<file path="src/rtl/tanh_datapath.sv">
// tanh_datapath -- Taylor-series tanh datapath driven by the tanh control unit.
//
// Evaluates tanh(x) = x - x^3/3 + 2x^5/15 - 17x^7/315 + 62x^9/2835 by keeping
// the running term in T, x^2 in Q and the partial sum in E. Each iteration
// advances T by T*Q then T*ROM[cnt], where the ROM holds the ratio between
// successive coefficients. E then alternately subtracts and adds T.
//
// Optional build macro: TANH_SAT_EN. When it is defined, multiplier and adder
// results clamp to the signed WIDTH range. When it is undefined, they wrap.
//
// Ports:
//   Clk     clock, rising edge
//   Rst     synchronous active-high reset (clears Q, T, E, cnt)
//   X       signed operand, QI.FRAC
//   in0     init: cnt <= 0; X is the T/E source
//   inc     term counter increment
//   ldq/ldt/lde   load strobes for Q / T / E
//   selx    T/E source = X (Q always loads X*X)
//   selq    multiplier B = Q (priority over selrom)
//   selrom  multiplier B = ROM[cnt]
//   selt    multiplier A = T
//   selm    T source = multiplier
//   sela    E source = adder/subtractor
//   sub     adder computes E - T
//   Co      cnt == 3 (last term)
//   Oe      cnt[0] (term parity)
//   Result  contents of E

// Signed fixed-point multiply: (a*b) >>> FRAC, then wrap or clamp to WIDTH.
module tanh_mul #(
  parameter int WIDTH = 16,
  parameter int FRAC  = 14
) (
  input  logic signed [WIDTH-1:0] a,
  input  logic signed [WIDTH-1:0] b,
  output logic signed [WIDTH-1:0] p
);
  logic signed [2*WIDTH-1:0] prod;
  logic signed [2*WIDTH-1:0] shr;

  assign prod = $signed({{WIDTH{a[WIDTH-1]}}, a}) * $signed({{WIDTH{b[WIDTH-1]}}, b});
  // Arithmetic shift truncates toward -inf.
  assign shr  = prod >>> FRAC;

`ifdef TANH_SAT_EN
  localparam logic signed [2*WIDTH-1:0] PMAX = {{(WIDTH+1){1'b0}}, {(WIDTH-1){1'b1}}};
  localparam logic signed [2*WIDTH-1:0] PMIN = {{(WIDTH+1){1'b1}}, {(WIDTH-1){1'b0}}};
  always_comb begin
    p = WIDTH'(shr);
    if (shr > PMAX)      p = {1'b0, {(WIDTH-1){1'b1}}};
    else if (shr < PMIN) p = {1'b1, {(WIDTH-1){1'b0}}};
  end
`else
  assign p = WIDTH'(shr);
`endif
endmodule

module tanh_datapath #(
  parameter int WIDTH = 16,
  parameter int FRAC  = 14
) (
  input  logic             Clk,
  input  logic             Rst,
  input  logic [WIDTH-1:0] X,
  input  logic             in0,
  input  logic             inc,
  input  logic             ldq,
  input  logic             ldt,
  input  logic             lde,
  input  logic             selx,
  input  logic             selq,
  input  logic             selrom,
  input  logic             selt,
  input  logic             selm,
  input  logic             sela,
  input  logic             sub,
  output logic             Co,
  output logic             Oe,
  output logic [WIDTH-1:0] Result
);
  // Lane 0 is the shared term multiplier and lane 1 is the dedicated X*X squarer.
  // Q and T can then both load in the same cycle.
  localparam int NUM_MUL = 2;

  logic signed [WIDTH-1:0] q, t, e;
  logic        [1:0]       cnt;
  logic signed [WIDTH-1:0] rom;

  logic [NUM_MUL-1:0][WIDTH-1:0] mul_a, mul_b, mul_p;

  // Ratio ROM: magnitude of c[n+1]/c[n] in QI.14.
  always_comb begin
    rom = '0;
    case (cnt)
      2'd0: rom = WIDTH'(5461);  // 1/3
      2'd1: rom = WIDTH'(6554);  // 2/5
      2'd2: rom = WIDTH'(6632);  // 17/42
      2'd3: rom = WIDTH'(6639);  // 62/153
      default: rom = '0;
    endcase
  end

  always_comb begin
    mul_a[0] = selt ? t : X;
    mul_b[0] = selq ? q : (selrom ? rom : X);
    mul_a[1] = X;
    mul_b[1] = X;
  end

  for (genvar i = 0; i < NUM_MUL; i++) begin : g_mul
    tanh_mul #(.WIDTH(WIDTH), .FRAC(FRAC)) u_mul (
      .a(mul_a[i]),
      .b(mul_b[i]),
      .p(mul_p[i])
    );
  end

  // E +/- T computed one bit wider so overflow can be seen for the clamp.
  logic signed [WIDTH:0]   sum;
  logic signed [WIDTH-1:0] addo;

  assign sum = sub ? ($signed({e[WIDTH-1], e}) - $signed({t[WIDTH-1], t}))
                   : ($signed({e[WIDTH-1], e}) + $signed({t[WIDTH-1], t}));

`ifdef TANH_SAT_EN
  localparam logic signed [WIDTH:0] AMAX = {2'b00, {(WIDTH-1){1'b1}}};
  localparam logic signed [WIDTH:0] AMIN = {2'b11, {(WIDTH-1){1'b0}}};
  always_comb begin
    addo = WIDTH'(sum);
    if (sum > AMAX)      addo = {1'b0, {(WIDTH-1){1'b1}}};
    else if (sum < AMIN) addo = {1'b1, {(WIDTH-1){1'b0}}};
  end
`else
  assign addo = WIDTH'(sum);
`endif

  // in0 also selects X. The INIT cycle then loads T and E from X without
  // depending on selx.
  logic srcx;
  assign srcx = selx | in0;

  always_ff @(posedge Clk) begin
    if (Rst) begin
      q   <= '0;
      t   <= '0;
      e   <= '0;
      cnt <= '0;
    end else begin
      if (ldq) q <= $signed(mul_p[1]);
      if (ldt) begin
        if (srcx)      t <= $signed(X);
        else if (selm) t <= $signed(mul_p[0]);
      end
      if (lde) begin
        if (srcx)      e <= $signed(X);
        else if (sela) e <= addo;
      end
      if (in0)      cnt <= '0;
      else if (inc) cnt <= cnt + 2'd1;
    end
  end

  assign Co     = (cnt == 2'd3);
  assign Oe     = cnt[0];
  assign Result = e;
endmodule
</file>
<file path="config.mk">
export PLATFORM = sky130hd
export DESIGN_NAME = tanh_datapath
export DESIGN_NICKNAME = d
export VERILOG_FILES = /design/src/rtl/tanh_datapath.sv
export SDC_FILE = /design/constraint.sdc
export NUM_CORES = 1
export LEC_CHECK = 0
export ABC_AREA = 1
export CORE_ASPECT_RATIO = 1.4
export CORE_UTILIZATION = 60
export DETAILED_ROUTE_END_ITERATION = 8
export GPL_ROUTABILITY_DRIVEN = 0
export PLACE_DENSITY = 0.84
export SYNTH_ARGS = -nofsm -noshare
export SYNTH_HDL_FRONTEND = slang
export SYNTH_HIERARCHICAL = 1
export SYNTH_SLANG_ARGS = --single-unit
</file>
<file path="constraint.sdc">
create_clock -name Clk -period 23 [get_ports Clk]
set_clock_uncertainty 0.2 [all_clocks]
set_input_delay 4.6 -clock Clk [delete_from_list [all_inputs] [get_ports Clk]]
set_output_delay 4.6 -clock Clk [all_outputs]
set_load 0.1 [all_outputs]
</file>
==> summary.md <==
| Metric | Value |
|---|---|
| FP Rows | `86` |
| Average cell area after synthesis | `~7.1 um^2` |
| Mapped Nets | `slightly above 4,000` |
| CP arrival | `11,930 ps` |
| Fraction of registers with async set/reset | `0` |
| Area grow syn2layout | `4.49%` |
| Synth Warn # | `6` |
| Mapped Cells | `about 3,400` |
| Post-synth EDFFs | `0` |
| Nets | `between 4,000 and 5,000` |
| Starting DRT DRC Count | `1,372` |
| DR vias/cell | `~5.4` |
| Max_slew headroom | `0.173` |
| GRT Total Usage | `0.330` |
| Crit path max fanout | `16` |
| Sink Count | `50` |
| Fin crit share | `0.521` |
| Status | `complete, no violations` |
| Setup CP Type | `primary input to flop` |
| Placed wire-length estimate | `between 40,000 and 50,000 um` |
| Crit path capture type | `flop` |
| Clk root buf | `clkbuf_16` |
| Sum Neg Setup Slack | `0 ps` |
| Final setup viols | `0` |
| Post-synth cell types | `between 40 and 50` |
| Die area | `between 40,000 and 50,000 um^2` |
| Port Buffer Count | `between 40 and 50` |
| Yosys reg bits | `50` |
| DRT antenna net count | `0` |
| Most frequent cell after synthesis | `inv_1` |
| Boundary Pins | `48` |
| Num CTS Buffers | `5` |
| Min-delay worst type | `flop to flop` |
| # Post-CTS Setup Buffers | `0` |
| Clk pin slew, worst setup/hold paths | `approximately 70 ps` |
| Insertion delay to the later sink of the worst-skew pair | `roughly 300 ps` |
| Overflow left after global routing | `0` |
| CTS resizes | `0` |
| Via count | `between 20,000 and 25,000` |
| Total iterations of the first detailed-routing run | `7` |
| Dominant cell type by area after synthesis | `fa_1` |
| Synth top area cells | `fa_1, inv_1, nand2_1, ha_1, dfxtp_1` |
| Hold_buf cts | `0` |
| CTS tree | `built` |
| Drt wl/cell | `16.4 um` |
| Final min period | `approximately 12,000 ps` |
| Unrepaired setup endpoints after global routing | `false` |
| Synth top area share | `0.413` |
| Endpoints failing hold | `0` |
| Die Ht | `between 200 and 250 um` |
| Routed WL | `~63,000 um` |
| Core Region | `just under 40,000 um^2` |
| Setup crit start kind | `primary input` |
| Worst-Margin Slew | `roughly 1200 ps` |
| CTS HTree Levels | `2` |
| First-pass GRT wire length | `around 100,000 um` |
| Antenna violations before repair | `2` |
| Fin Hold WS | `approximately 280 ps` |
| Drt drc | `0` |
| Fraction of layout cells with a size suffix above 1 | `0.0335` |
| Vias in the first global route | `22,300` |
| Slew Viols, Final | `0` |
| Initial Util | `0.609` |
| Max Cap Viol | `0` |
| Top cells by count, synth | `inv_1, nand2_1, fa_1` |
| Max Buffers Root-to-Sink | `2` |
| Worst EP required | `approximately 23,000 ps` |
| Die Span X | `171 um` |
| Largest net degree at the start of global routing | `a little under 50` |
| F_max | `~83 MHz` |
| Cell Area, Synth | `roughly 24,000 um^2` |
| Post-synth top flop | `dfxtp_1` |
| Post-synthesis sequential area ratio | `0.0417` |
-- sequential cells by signal, indices dropped and copies added, names as in the netlist --
signal and cells:
q 16, cnt 2, t 16, Result 16
-- logic make-up (layout without fill, tap and decap cells) --
family                   count (synthesis)  in the layout  synth area share
AO/OA/AOI/OAI                          258            258            0.0585
XOR/XNOR                                41             41            0.0150
adder cells (fa/ha/maj)                668            668             0.503
buffers and inverters                 1136           1094             0.180
flip-flops                              50             50            0.0417
multiplexers                             1              1          0.000469
other                                    0              2                 0
AND/OR/NAND/NOR                       1206           1206             0.201
-- final cells by class --
type,instances,area [um^2]
well taps,528,661
fillers,3370,14300
diodes,2,5.00
multi-input cells,2174,18700
inverters,998,3750
repair buffers,88,778
flip-flops and latches,50,1000
clock inverters,2,16.3
clock buffers,6,139
-- cells in the final DEF (no fill, tap or decap), drive strengths merged --
cell type      instances
and3                   1
buf                   41
clkdlybuf4s50         47
clkinv                 1
a211oi                 2
dfxtp                 50
o21bai                 7
or2                   15
mux2                   1
clkinvlp               1
nor4                   1
o211ai                 5
nand3                 86
nand4                  9
xnor2                 14
o31ai                  3
diode                  2
o21a                   3
nand2                877
a21oi                102
o221ai                 1
o21ai                108
ha                   173
clkbuf                 6
nand3b                 6
nor3                  17
a22oi                  2
fa                   495
o22ai                  1
a31oi                 19
nor2                 194
xor2                  27
inv                  998
a21boi                 1
a21o                   4
-- path summary, 6_finish.rpt --
kind,from,endpoint,slack (ps),cells after the start
setup / recovery,selq,t[11]$_SDFFE_PP0P_,11020,24
hold / removal,Result[0]$_SDFFE_PP0P_,Result[0]$_SDFFE_PP0P_,280,2
setup reg to reg,cnt[0]$_SDFFE_PP0P_,t[14]$_SDFFE_PP0P_,15460,25
hold reg to reg,Result[0]$_SDFFE_PP0P_,Result[0]$_SDFFE_PP0P_,280,2
-- worst max-delay path: stages --
cell	delay, ps
clkdlybuf4s50_1	700
nor2_2	380
clkinv_1	330
o21ai_2	910
nand2_1	210
fa_1	560
inv_1	60
fa_1	480
fa_1	570
fa_1	430
fa_1	500
inv_1	60
fa_1	510
inv_1	50
ha_1	330
a21oi_1	300
nor2_1	70
nor2_1	230
nor2_1	70
nor2_1	100
nand3_1	100
xor2_1	150
a21oi_1	130
a21oi_1	80
-- through the flow --
stage | setup WS, ps | instances | util | cell area [um^2]
2_1_floorplan | 12300 | 3360 | - | 24000
3_3_place_gp | 11070 | 3838 | 0.632 | 24900
3_5_place_dp | 10850 | 3838 | 0.632 | 24900
4_1_cts | 11140 | 3846 | 0.636 | 25100
5_1_grt | 10560 | 3846 | 0.636 | 25100
6_report | 11020 | 3848 | 0.636 | 25100
-- metal layers --
layer	wire [um]	GRT usage	vias to the layer above
met5	30	0	-
met4	4980	0.239	4
met3	4580	0.0704	379
met2	32300	0.590	891
met1	21100	0.336	9862
li1	-	-	9507
Power is not shown: default switching activity piles up to over one toggle a cycle in this logic, so the estimate is an artifact.
